--- config.mk ---
export PLATFORM = sky130hd
export DESIGN_NAME = frame_deserializer
export DESIGN_NICKNAME = d
export VERILOG_FILES = /design/src/rtl/frame_deserializer.sv
export SDC_FILE = /design/constraint.sdc
export NUM_CORES = 1
export LEC_CHECK = 0
export ABC_CLOCK_PERIOD_IN_PS = 3200
export CAP_MARGIN = 20
export CORE_MARGIN = 5
export CORE_UTILIZATION = 45
export DETAILED_ROUTE_END_ITERATION = 7
export HOLD_SLACK_MARGIN = 0.02
export MAX_ROUTING_LAYER = met4
export PLACE_DENSITY_LB_ADDON = 0.2
export REMOVE_ABC_BUFFERS = 1
export SYNTH_ARGS = -nofsm -noshare
export SYNTH_HDL_FRONTEND = slang
export SYNTH_SLANG_ARGS = --single-unit
--- constraint.sdc ---
create_clock -name clk -period 3.2 [get_ports clk]
set_input_delay 0.32 -clock clk [delete_from_list [all_inputs] [get_ports clk]]
set_output_delay 0.32 -clock clk [all_outputs]
set_load 0.03 [all_outputs]
--- src/rtl/frame_deserializer.sv ---
// Serial-to-byte frame receiver: hunts for SYNC_WORD, then delivers PAYLOAD_LEN bytes MSB first.
// Define PARITY_CHECK_EN to expect an even-parity bit after every payload byte.
module frame_deserializer #(
   parameter logic [7:0] SYNC_WORD   = 8'h7E,
   parameter int         PAYLOAD_LEN = 256,
   parameter int         LEN_W       = 9
) (
   input  logic       clk,
   input  logic       reset,
   input  logic       bit_in,
   input  logic       bit_valid,
   output logic [7:0] byte_out,
   output logic       byte_valid,
   output logic       frame_done,
   output logic       sync_locked
`ifdef PARITY_CHECK_EN
   ,
   output logic       parity_err
`endif
);

`ifdef PARITY_CHECK_EN
   localparam logic [3:0] LAST_BIT = 4'd8;
`else
   localparam logic [3:0] LAST_BIT = 4'd7;
`endif
   localparam logic [LEN_W-1:0] LEN_LAST = LEN_W'(PAYLOAD_LEN);

   typedef enum logic {HUNT, LOAD} state_e;

   state_e           state_q, state_d;
   logic [7:0]       shift_q, shift_d;
   logic [3:0]       bitCnt_q, bitCnt_d;
   logic [LEN_W-1:0] byteCnt_q, byteCnt_d;
   logic [7:0]       byteOut_q, byteOut_d;
   logic             byteValid_q, byteValid_d;
   logic             frameDone_q, frameDone_d;
`ifdef PARITY_CHECK_EN
   logic             parityErr_q, parityErr_d;
`endif

   logic [7:0]       shifted;
   logic [LEN_W-1:0] byteCntInc;

   assign shifted    = {shift_q[6:0], bit_in};
   assign byteCntInc = byteCnt_q + LEN_W'(1);

   always_ff @(posedge clk or negedge reset) begin
      if (!reset) begin
         state_q     <= HUNT;
         shift_q     <= '0;
         bitCnt_q    <= '0;
         byteCnt_q   <= '0;
         byteOut_q   <= '0;
         byteValid_q <= 1'b0;
         frameDone_q <= 1'b0;
`ifdef PARITY_CHECK_EN
         parityErr_q <= 1'b0;
`endif
      end else begin
         state_q     <= state_d;
         shift_q     <= shift_d;
         bitCnt_q    <= bitCnt_d;
         byteCnt_q   <= byteCnt_d;
         byteOut_q   <= byteOut_d;
         byteValid_q <= byteValid_d;
         frameDone_q <= frameDone_d;
`ifdef PARITY_CHECK_EN
         parityErr_q <= parityErr_d;
`endif
      end
   end

   // Only strobed bits move the datapath; pulse outputs fall back to 0 every cycle.
   always_comb begin
      state_d     = state_q;
      shift_d     = shift_q;
      bitCnt_d    = bitCnt_q;
      byteCnt_d   = byteCnt_q;
      byteOut_d   = byteOut_q;
      byteValid_d = 1'b0;
      frameDone_d = 1'b0;
`ifdef PARITY_CHECK_EN
      parityErr_d = 1'b0;
`endif
      if (bit_valid) begin
         unique case (state_q)
            HUNT: begin
               shift_d = shifted;
               if (shifted == SYNC_WORD) begin
                  state_d   = LOAD;
                  shift_d   = '0;
                  bitCnt_d  = '0;
                  byteCnt_d = '0;
               end
            end
            LOAD: begin
               shift_d = shifted;
               if (bitCnt_q == LAST_BIT) begin
                  // Clearing here also leaves a clean register for hunting after the last byte.
                  shift_d     = '0;
                  bitCnt_d    = '0;
                  byteCnt_d   = byteCntInc;
                  byteValid_d = 1'b1;
`ifdef PARITY_CHECK_EN
                  byteOut_d   = shift_q;
                  parityErr_d = ^{shift_q, bit_in};
`else
                  byteOut_d   = shifted;
`endif
                  if (byteCntInc == LEN_LAST) begin
                     frameDone_d = 1'b1;
                     state_d     = HUNT;
                  end
               end else begin
                  bitCnt_d = bitCnt_q + 4'd1;
               end
            end
            default: state_d = HUNT;
         endcase
      end
   end

   assign byte_out    = byteOut_q;
   assign byte_valid  = byteValid_q;
   assign frame_done  = frameDone_q;
   assign sync_locked = (state_q == LOAD);
`ifdef PARITY_CHECK_EN
   assign parity_err  = parityErr_q;
`endif

endmodule

* Yosys cells after proc, flatten, opt, wreduce, memory -nomap -nowiden
Cells that the tools add are included.
Operators by class: add/sub/neg operators 2, $mul 0, div/mod/pow operators 0, magnitude comparators 0, equality and inequality tests 5, shift-type cells 0, multiplexer cells 20, bitwise gates (word level) 1, reduce and logical (&&, ||, !) cells 3
Operator list (count):
- $mux 9 | 2
- $pmux 9 s2 | 1
- $mux 7 | 2
- $pmux 7 s2 | 1
- $mux 1 | 10
- $add 9x1->9 const B | 1
- $eq 9x9->1 const B | 1
- $eq 8x7->1 const B | 1
- $mux 4 | 2
- $pmux 4 s2 | 1
- $reduce_and 3->1 | 2
- $add 4x1->4 const B | 1
- $eq 4x3->1 const B | 1
- $ne 2x1->1 const B | 1
- $ne 2x2->1 const B | 1
- $pmux 1 s2 | 1
- $reduce_and 2->1 | 1
- $not 1->1 | 1
Storage, ports and cells: register bits after elaboration 31, bits in latches 0, bits in writable memories 0, memory bits (read-only) 0, input port bits 4, memories kept 0

* Longest topological paths before layout
Gate-level depths: netlist (run 1).
depth after elaboration 6, mapped depth 7, mapped depth without buffers 6

* Worst setup path before layout (run 1)
Ideal clock, no wire load.
path kind reg2reg, start reg state_q (netlist: sync_locked), end reg byteCnt_q[7], setup time 124 ps, arrival 1400 ps, required time 3076 ps, slack 1676 ps, cell stages (with the launch flop) 5, buffers on the path 1, period minus slack after synthesis 1524 ps, cells stage by stage dfrtp_1 -> buf_2 -> o31ai_1 -> nand2_1 -> a211o_1
Between the ends: word-level cells in the longest chain between the ends 3, elaborated cells on any way between the ends 5
RTL lines:
- start: declaration | RTL line 31 | state_e state_q, state_d;
- start signal: assignment | RTL line 61 | state_q <= state_d;
- $not 1->1
- $ne 2x2->1 (no line)
- $reduce_and 3->1 (no line)
- end signal: assignment | RTL line 64 | byteCnt_q <= byteCnt_d;
- end: declaration | RTL line 34 | logic [LEN_W-1:0] byteCnt_q, byteCnt_d;
Several ways; a longest one is shown, not always the timed one. A chain may end at the register's enable or synchronous reset.

* Worst setup path after layout (run 1)
start reg state_q (netlist: sync_locked), end out sync_locked
RTL lines:
- end: declaration | RTL line 15 | output logic sync_locked
No word-level cell between the ends.

==> metrics.csv, run 1 <==
stage;metric;value;unit
routing;vias_per_cell;5.46;
finish;layout-drive-gt1-share;8.18;%
logic_synthesis;synth.distinct_cells;40;
logic_synthesis;synth-async-reset-ratio;100;%
logic_synthesis;synth_seq_area_share;54.1;%
worst_setup_path;start_kind;flop;
logic_synthesis;synth_edf_count;0;
flow_run;cap_violations;0;
routing;dr_total_vias;1108;
timing;drv_slew;0;
timing;worstMarginPinSlew;0.590;ns
cts;cts.path.max_buffers;2;
timing;finalHoldViolations;0;
global_route;grtUsageTotal;16.0;%
timing;finalCriticalPeriod;1.99;ns
floorplanning;die_w;66.5;um
finish;nFillCells;302;
power_and_ir_drop;combPwrFrac;5.8;%
logic_synthesis;ys.warnings.count;0;
routing;ant_nets;0;
timing;rsz0062_at_grt;no;
timing;finalCritPeriodShare;62.2;%
timing;relSlewSlack;60.5;%
power_and_ir_drop;vdd_ir_drop_max;0.356;mV
worst_setup_path;crit_required;2.88;ns
finish;final_nets;164;
global_route;grt_pass1_vias;1071;
routing;drc;0;
worst_setup_path;slowest_stage;clkdlybuf4s50_1;
power_and_ir_drop;internal-power;0.000612;W
cts;clock_latency;0.33;ns
timing;tns;0;ns
hold_path;worstHoldPathType;input port to asynchronous set/reset pin;
worst_setup_path;crit_family;buffers and inverters;
worst_setup_path;crit_arrival;1.67;ns
worst_setup_path;crit_buf_inv;1;
power_and_ir_drop;p_clk_share;40.6;%
floorplanning;dieHeight;66.5;um
power_and_ir_drop;power.leakage;0.772;nW
floorplanning;core;3050;um2
routing;drt_iter0_markers;62;
status;status;finished, final reports clean;
timing;setup_viol;0;
worst_setup_path;path_cells;clkdlybuf4s50_1;
cts;clk_pin_slew;0.11;ns
logic_synthesis;post_synth.cell_area_avg;9.96;um2
global_route;grt_pass1_wl;5090;um
finish;syn_to_final_growth;17.3;%
placement;place_congestion;0.855;
routing;routed_wl;2860;um
finish;utilization;55.1;%
placement;place_ws;1.06;ns
logic_synthesis;ys_ff_latch;31;
cts;postCtsSetupBuffers;0;
timing;fmax;502;MHz
worst_setup_path;cp_slowest_stage_delay;0.75;ns
logic_synthesis;synth_area;1430;um2
logic_synthesis;syn_inst;144;
timing;skew;0.0116;ns
floorplanning;row_count;20;
global_route;grt_max_degree;32;
worst_setup_path;path_class;flop to primary output;
cts;cts_buffers;5;
global_route;antenna_found_initial;0;
routing;dr.pass1.iters;4;
placement;port-buffer-count;14;
cts;cts.sinks;31;
cts;cts_tree;built;
worst_setup_path;critPathMaxFanout;11;
timing;layout_setup_ws;1.21;ns
cts;cts-root-buf;clkbuf_4;
finish;stdcell_area;1680;um2
logic_synthesis;synthFlopType;dfrtp_1;
placement;post-dp-hpwl;1960;um
floorplanning;io_pins;15;
floorplanning;start_util;47.0;%
routing;wl_per_cell;14.1;um
timing;holdWs;0.362;ns
finish;antenna_cells;0;
power_and_ir_drop;p_sw;0.000176;W
global_route;overflow;0;
worst_setup_path;end_kind;primary output;
floorplanning;dieArea;4420;um2
power_and_ir_drop;swShare;22.4;%
placement;placed_area;1600;um2
cts;cts_resized;0;
power_and_ir_drop;p_per_area;469;nW/um2
cts;holdBufCountCts;0;
cts;cts_htree_levels;2;
power_and_ir_drop;sequentialPowerShare;53.6;%
[state kept, by name, summed over array words and instances (netlist names)]
register     cells
frame_done       1
byteCnt_q        9
byte_out         8
sync_locked      1
byte_valid       1
bitCnt_q         4
shift_q          7
[kinds of logic after synthesis]
group | count (synthesis) | synth area share [%]
fa+ha+maj | 2 | 1.74
compound gates | 42 | 19.5
xor+xnor | 1 | 0.611
simple gates | 51 | 18.8
buf+inv | 17 | 5.23
flops | 31 | 54.1
[worst reg2reg max path: stages (launching register included)]
cell	delay, ns
dfrtp_1	0.42
ha_1	0.24
and3b_1	0.23
nand3_4	0.20
inv_2	0.17
and3_1	0.20
a211o_1	0.22
[power groups by stage]
stage	Combinational, W	Clock, W	Sequential (W)
after floorplan	0.0000246	0	0.000427
after global placement	0.0000460	0	0.000429
after detailed placement	0.0000468	0	0.000430
after CTS	0.0000467	0.000331	0.000422
after global routing	0.0000533	0.000351	0.000425
final	0.0000456	0.000320	0.000422
[stage by stage]
| step | total power [W] | cells |
|---|---|---|
| after floorplan | 0.000452 | 136 |
| after global placement | 0.000475 | 195 |
| after detailed placement | 0.000476 | 195 |
| after CTS | 0.000799 | 203 |
| after global routing | 0.000829 | 203 |
| final | 0.000788 | 203 |
[final timing paths]
path	end	cells past startpoint	slack [ns]	from
max in group asynchronous	byteCnt_q[6]	2	2.56	reset
hold / removal	shift_q[5]	2	0.36	reset
setup reg to reg	byteCnt_q[7]	6	1.43	bitCnt_q[0]
setup / recovery	sync_locked	1	1.21	sync_locked
min in group clk	byte_out[7]	2	0.49	byte_out[7]
hold reg to reg	byte_out[7]	2	0.49	byte_out[7]
[area by class of cell]
type                            instances  area, um2  area share [%]
Inverter                                9       33.8            2.01
Sequential cell                        31        776            46.1
Multi-Input combinational cell         96        583            34.7
Timing Repair Buffer                   15        148            8.78
Tap cell                               44       55.1            3.27
Clock buffer                            6       51.3            3.05
Clock inverter                          2       35.0            2.08
[synthesized netlist by cell type (2+ instances only)]
cell | number | area, um2
dfrtp_1 | 31 | 776
nand2_1 | 19 | 71.3
o21ai_0 | 11 | 55.1
inv_1 | 8 | 30.0
nand3_1 | 8 | 40.0
a31oi_1 | 6 | 37.5
o22ai_1 | 5 | 31.3
a21oi_1 | 4 | 20.0
and3_1 | 4 | 25.0
nor2_1 | 4 | 15.0
a21o_1 | 3 | 22.5
or3_1 | 3 | 18.8
a41oi_1 | 2 | 17.5
buf_2 | 2 | 10.0
buf_4 | 2 | 15.0
clkbuf_1 | 2 | 7.51
ha_1 | 2 | 25.0
nand2b_1 | 2 | 12.5
nand4_1 | 2 | 12.5
nor3_1 | 2 | 10.0
o211ai_1 | 2 | 15.0
o2bb2ai_1 | 2 | 17.5
[cells in the final DEF (no fill, tap or decap), types with 3 or more instances in the layout]
cell	synthesis	routed
a21o_1	3	3
a21oi_1	4	4
clkbuf_4	0	5
clkdlybuf4s50_1	0	14
nand3_1	8	8
inv_1	8	8
a31oi_1	6	6
nand2_1	19	19
o21ai_0	11	11
o22ai_1	5	5
dfrtp_1	31	31
and3_1	4	4
or3_1	3	3
nor2_1	4	4
[layer usage]
layer	GRT usage, %	share of wire, %	vias up
met3	5.23	5.0	4
met1	20.1	48	528
met2	23.4	45	24
met5	-	0	-
li1	-	-	552
met4	7.36	1.9	0
Power figures use the tool's default switching activity.
==> run 2, diff against run 1 <==
- ABC_CLOCK_PERIOD_IN_PS: 3200 -> 1900
- clock period: 3.2 -> 1.9 ns (I/O delays scaled with it)
==> run 2 against run 1 <==
Cell area rose by 1.4%. Wire length fell by 5.5%. Global-route usage fell by 0.69 points. Critical endpoint unchanged. Largest power group unchanged.
==> metrics.csv, run 2 (synthesis gave the netlist of run 1 again) <==
stage;metric;value;unit;change
placement;post-dp-hpwl;1900;um;was 1960 um
finish;syn_to_final_growth;18.9;%;was 17.3%
timing;drv_slew;0;;unchanged
cts;cts.sinks;31;;unchanged
worst_setup_path;crit_family;buffers and inverters;;unchanged
floorplanning;die_w;66.5;um;unchanged
global_route;grt_pass1_vias;1050;;was 1,071
cts;cts_htree_levels;2;;unchanged
finish;antenna_cells;0;;unchanged
finish;final_nets;167;;was 164
routing;dr_total_vias;1123;;was 1,108
finish;final_cell_mix;30 x dfrtp_1, 19 x nand2_1, 14 x clkdlybuf4s50_1;;was 31 x dfrtp_1, 19 x nand2_1, 14 x clkdlybuf4s50_1
floorplanning;io_pins;15;;unchanged
cts;cts-root-buf;clkbuf_4;;unchanged
hold_path;worstHoldPathType;input port to asynchronous set/reset pin;;unchanged
cts;clk_pin_slew;0.10;ns;was 0.11 ns
power_and_ir_drop;p_per_area;784;nW/um2;was 469 nW/um2
routing;ant_nets;0;;unchanged
timing;relSlewSlack;74.8;%;was 60.5%
worst_setup_path;crit_required;1.71;ns;was 2.88 ns
finish;nFillCells;265;;was 302
power_and_ir_drop;vdd_ir_drop_max;0.393;mV;was 0.356 mV
floorplanning;row_count;20;;unchanged
cts;cts_resized;0;;unchanged
cts;cts_tree;built;;unchanged
worst_setup_path;start_kind;flop;;unchanged
worst_setup_path;timing.rr.end;byteCnt_q[7];;unchanged
flow_run;cap_violations;0;;unchanged
timing;finalCriticalPeriod;1.72;ns;
finish;final_common_cell;dfrtp_1;;unchanged
timing;worstMarginPinSlew;0.368;ns;was 0.590 ns
routing;wl_per_cell;13.1;um;was 14.1 um
finish;layout-drive-gt1-share;10.5;%;was 8.18%
cts;clock_latency;0.33;ns;about the same
worst_setup_path;critPathMaxFanout;11;;unchanged
routing;drt_iter0_markers;96;;was 62
floorplanning;dieHeight;66.5;um;unchanged
worst_setup_path;end_kind;primary output;;unchanged
timing;rsz0062_at_grt;no;;unchanged
global_route;overflow;0;;unchanged
worst_setup_path;rrSetupSlack;0.23;ns;was 1.43 ns
finish;largest_reg_flops;9;;unchanged
worst_setup_path;path_class;flop to primary output;;unchanged
worst_setup_path;cp_slowest_stage_delay;0.71;ns;was 0.75 ns
finish;multi_input_area;583;um2;unchanged
power_and_ir_drop;power.leakage;0.784;nW;was 0.772 nW
global_route;antenna_found_initial;0;;unchanged
worst_setup_path;slowest_stage;clkdlybuf4s50_1;;unchanged
placement;place_congestion;0.778;;was 0.855
global_route;grtUsageTotal;15.3;%;was 16.0%
routing;drc;0;;unchanged
timing;finalCritPeriodShare;90.7;%;
timing;skew;0.00904;ns;was 0.0116 ns
floorplanning;dieArea;4420;um2;unchanged
global_route;grt_max_degree;32;;unchanged
finish;utilization;55.9;%;was 55.1%
cts;postCtsSetupBuffers;0;;unchanged
timing;finalHoldViolations;0;;unchanged
worst_setup_path;ff2ff_path_depth;6;;unchanged
timing;fmax;581;MHz;
routing;vias_per_cell;5.45;;was 5.46
finish;seq_area;777;um2;was 776 um2
cts;holdBufCountCts;0;;unchanged
routing;routed_wl;2700;um;was 2860 um
worst_setup_path;path_cells;clkdlybuf4s50_1;;unchanged
placement;port-buffer-count;14;;unchanged
routing;dr.pass1.iters;4;;unchanged
worst_setup_path;crit_buf_inv;1;;unchanged
status;status;finished, final reports clean;;unchanged
global_route;grt_pass1_wl;4940;um;was 5090 um
floorplanning;start_util;47.0;%;unchanged
placement;place_ws;0.0644;ns;was 1.06 ns
cts;cts.path.max_buffers;2;;unchanged
timing;layout_setup_ws;0.177;ns;was 1.21 ns
timing;tns;0;ns;unchanged
worst_setup_path;crit_arrival;1.53;ns;was 1.67 ns
floorplanning;core;3050;um2;unchanged
finish;top_register;byteCnt_q;;unchanged
worst_setup_path;reg2reg_from;bitCnt_q[0];;unchanged
timing;setup_viol;0;;unchanged
cts;cts_buffers;5;;unchanged
run 2: changes by cell type in the layout (fill, tap and decap cells not counted), sizes merged:
cell,before,now
buf,1,4
run 2: area by class of cell:
class                           instances  area share [%]
Inverter                                9            1.98
Sequential cell                        31            45.6
Clock buffer                            6            3.01
Clock inverter                          2            2.05
Tap cell                               44            3.23
Multi-Input combinational cell         96            34.2
Timing Repair Buffer                   18            9.98
run 2: worst max path at each step:
stage                     slack (ns)  cells past startpoint            to   startpoint
after detailed placement        0.06                      5  byteCnt_q[7]       bit_in
after floorplan                 0.29                      6  byteCnt_q[7]  bitCnt_q[0]
after CTS                       0.05                      1   sync_locked  sync_locked
after global routing            0.07                      6  byteCnt_q[6]  bitCnt_q[0]
final                           0.18                      1   sync_locked  sync_locked
after global placement          0.12                      5  byteCnt_q[7]       bit_in
run 2: where the power goes:
part | internal (W) | total, W | switching (W)
Sequential | 0.000689 | 0.000711 | 0.0000226
Combinational | 0.0000321 | 0.0000804 | 0.0000483
Clock | 0.000311 | 0.000546 | 0.000235
run 2: per-stage QoR:
stage / instances / area [um2] / power, W / hold WS [ns]
finish: 206 / 1710 / 0.00134 / 0.243
global route: 206 / 1710 / 0.00140 / 0.285
CTS: 206 / 1700 / 0.00135 / 0.244
detailed placement: 198 / 1620 / 0.000806 / 0.461
global placement: 198 / 1620 / 0.000802 / 0.463
floorplan: 136 / 1390 / 0.000761 / -0.106
run 2: layer usage:
layer,global-route usage (%),routed length (um)
met2,22.6,1190
met3,5.23,143
met4,6.85,57
met5,-,0
met1,19.1,1310
==> run 3, diff against run 2 <==
- CELL_PAD_IN_SITES_DETAIL_PLACEMENT: default -> 0
- CELL_PAD_IN_SITES_GLOBAL_PLACEMENT: default -> 1
- CORE_UTILIZATION: 45 -> 43
==> run 3 against run 2 <==
Die area is 3.9% higher. Combinational power is 0.7% lower. Global-route usage is 0.18 points lower. Cell count is 0.49% higher. Non-clock buffer count stayed put. Critical endpoint unchanged. First-iteration DRC count is 50% lower. Critical path depth stayed put. Sequential cell count stayed put. Register-to-register slack hardly changed. Sequential share of layout area is 0.71 points higher. Cell area is 1.7% lower. Largest power group unchanged.
==> metrics.csv, run 3 (synthesis gave the netlist of run 1 again) <==
stage;metric;value;unit;change
status;status;finished, final reports clean;;unchanged
timing;skew;0.0104;ns;was 0.00904 ns
cts;cts.path.max_buffers;2;;unchanged
finish;utilization;51.0;%;was 55.9%
power_and_ir_drop;sequentialPowerShare;60.7;%;was 53.2%
power_and_ir_drop;p_per_area;700;nW/um2;was 784 nW/um2
routing;dr.pass1.iters;4;;unchanged
finish;multi_input_area;583;um2;unchanged
timing;holdWs;0.236;ns;was 0.243 ns
worst_setup_path;slowest_stage;clkdlybuf4s50_1;;unchanged
worst_setup_path;path_cells;clkdlybuf4s50_1;;unchanged
worst_setup_path;crit_buf_inv;1;;unchanged
power_and_ir_drop;p_sw;0.000281;W;was 0.000306 W
power_and_ir_drop;internal-power;0.000893;W;was 0.00103 W
placement;place_congestion;0.804;;was 0.778
finish;antenna_cells;0;;unchanged
hold_path;worstHoldPathType;input port to asynchronous set/reset pin;;unchanged
finish;top_register;byteCnt_q;;unchanged
floorplanning;io_pins;15;;unchanged
cts;cts-root-buf;clkbuf_4;;unchanged
routing;dr_total_vias;1131;;was 1,123
timing;rsz0062_at_grt;no;;unchanged
finish;final_common_cell;dfrtp_1;;unchanged
floorplanning;dieArea;4590;um2;was 4420 um2
routing;ant_nets;0;;unchanged
cts;cts.sinks;31;;unchanged
power_and_ir_drop;power.leakage;0.772;nW;was 0.784 nW
timing;finalHoldViolations;0;;unchanged
worst_setup_path;crit_required;1.71;ns;about the same
worst_setup_path;end_kind;primary output;;unchanged
routing;routed_wl;2860;um;was 2700 um
global_route;grtUsageTotal;15.1;%;was 15.3%
floorplanning;start_util;43.7;%;was 47.0%
cts;cts_htree_levels;2;;unchanged
floorplanning;core;3280;um2;was 3050 um2
power_and_ir_drop;vdd_ir_drop_max;0.287;mV;was 0.393 mV
global_route;grt_max_degree;32;;unchanged
timing;relSlewSlack;74.0;%;was 74.8%
cts;holdBufCountCts;0;;unchanged
finish;final_cell_mix;31 x dfrtp_1, 19 x nand2_1, 14 x clkdlybuf4s50_1;;was 30 x dfrtp_1, 19 x nand2_1, 14 x clkdlybuf4s50_1
timing;finalCriticalPeriod;1.82;ns;was 1.72 ns
cts;cts_tree;built;;unchanged
routing;wl_per_cell;13.8;um;was 13.1 um
placement;port-buffer-count;14;;unchanged
timing;worstMarginPinSlew;0.386;ns;was 0.368 ns
timing;fmax;548;MHz;was 581 MHz
global_route;overflow;0;;unchanged
placement;place_ws;0.0437;ns;was 0.0644 ns
power_and_ir_drop;swShare;23.9;%;was 22.9%
finish;final_nets;167;;unchanged
worst_setup_path;crit_arrival;1.63;ns;was 1.53 ns
placement;post-dp-hpwl;2110;um;was 1900 um
cts;clock_latency;0.33;ns;about the same
worst_setup_path;crit_family;buffers and inverters;;unchanged
routing;vias_per_cell;5.46;;was 5.45
timing;finalCritPeriodShare;96.0;%;was 90.7%
worst_setup_path;path_class;flop to primary output;;unchanged
timing;drv_slew;0;;unchanged
worst_setup_path;cp_slowest_stage_delay;0.75;ns;was 0.71 ns
cts;postCtsSetupBuffers;0;;unchanged
finish;seq_area;776;um2;was 777 um2
cts;cts_resized;0;;unchanged
cts;clk_pin_slew;0.09;ns;was 0.10 ns
finish;largest_reg_flops;9;;unchanged
timing;tns;0;ns;unchanged
global_route;antenna_found_initial;0;;unchanged
finish;layout-drive-gt1-share;9.32;%;was 10.5%
power_and_ir_drop;p_clk_share;32.5;%;was 40.8%
power_and_ir_drop;combPwrFrac;6.8;%;was 6.0%
floorplanning;dieHeight;67.7;um;was 66.5 um
cts;cts_buffers;5;;unchanged
global_route;grt_pass1_wl;4950;um;was 4940 um
finish;nFillCells;332;;was 265
floorplanning;die_w;67.7;um;was 66.5 um
routing;drc;0;;unchanged
floorplanning;row_count;21;;was 20
worst_setup_path;start_kind;flop;;unchanged
routing;drt_iter0_markers;48;;was 96
timing;layout_setup_ws;0.0753;ns;was 0.177 ns
finish;syn_to_final_growth;16.9;%;was 18.9%
timing;setup_viol;0;;unchanged
global_route;grt_pass1_vias;1129;;was 1,050
flow_run;cap_violations;0;;unchanged
worst_setup_path;critPathMaxFanout;11;;unchanged
## run 3: stage by stage
stage               instance area (um2)  power, W  cells
finish                             1680   0.00117    207
detailed placement                 1620  0.000807    200
global placement                   1620  0.000804    200
CTS                                1680   0.00119    207
global route                       1680   0.00123    207
floorplan                          1390  0.000761    136
## run 3: metal layers
metal | wire [um] | share of wire, % | up-vias | track usage [%]
met5 | 0 | 0 | - | -
li1 | - | - | 554 | -
met1 | 1210 | 42 | 554 | 16.1
met2 | 1480 | 52 | 17 | 25.4
met4 | 53 | 1.9 | 0 | 6.08
met3 | 125 | 4.4 | 6 | 5.49
## run 3: cell type report
type                    instances  area share [%]
well taps                      46            3.43
clock buffers                   6            3.06
clock inverters                 1           0.299
repair buffers                 18            10.1
inverters                       9            2.01
flip-flops and latches         31            46.3
multi-input cells              96            34.8
## run 3: power by group through the flow
stage,Combinational (W),Sequential [W],Clock [W]
5_1_grt,0.0000933,0.000717,0.000420
2_1_floorplan,0.0000415,0.000720,0
4_1_cts,0.0000826,0.000712,0.000393
3_3_place_gp,0.0000804,0.000724,0
3_5_place_dp,0.0000833,0.000724,0
6_report,0.0000798,0.000712,0.000382
## run 3: worst paths after layout
path,startpoint,to,slack [ns],cells after the start
max,sync_locked,sync_locked,0.08,1
max in group asynchronous,reset,bitCnt_q[1],1.37,2
min,reset,shift_q[1],0.24,2
min reg2reg,byte_out[2],byte_out[2],0.49,2
min in group clk,bit_in,byte_out[0],0.46,3
max reg2reg,bitCnt_q[0],byteCnt_q[7],0.22,6
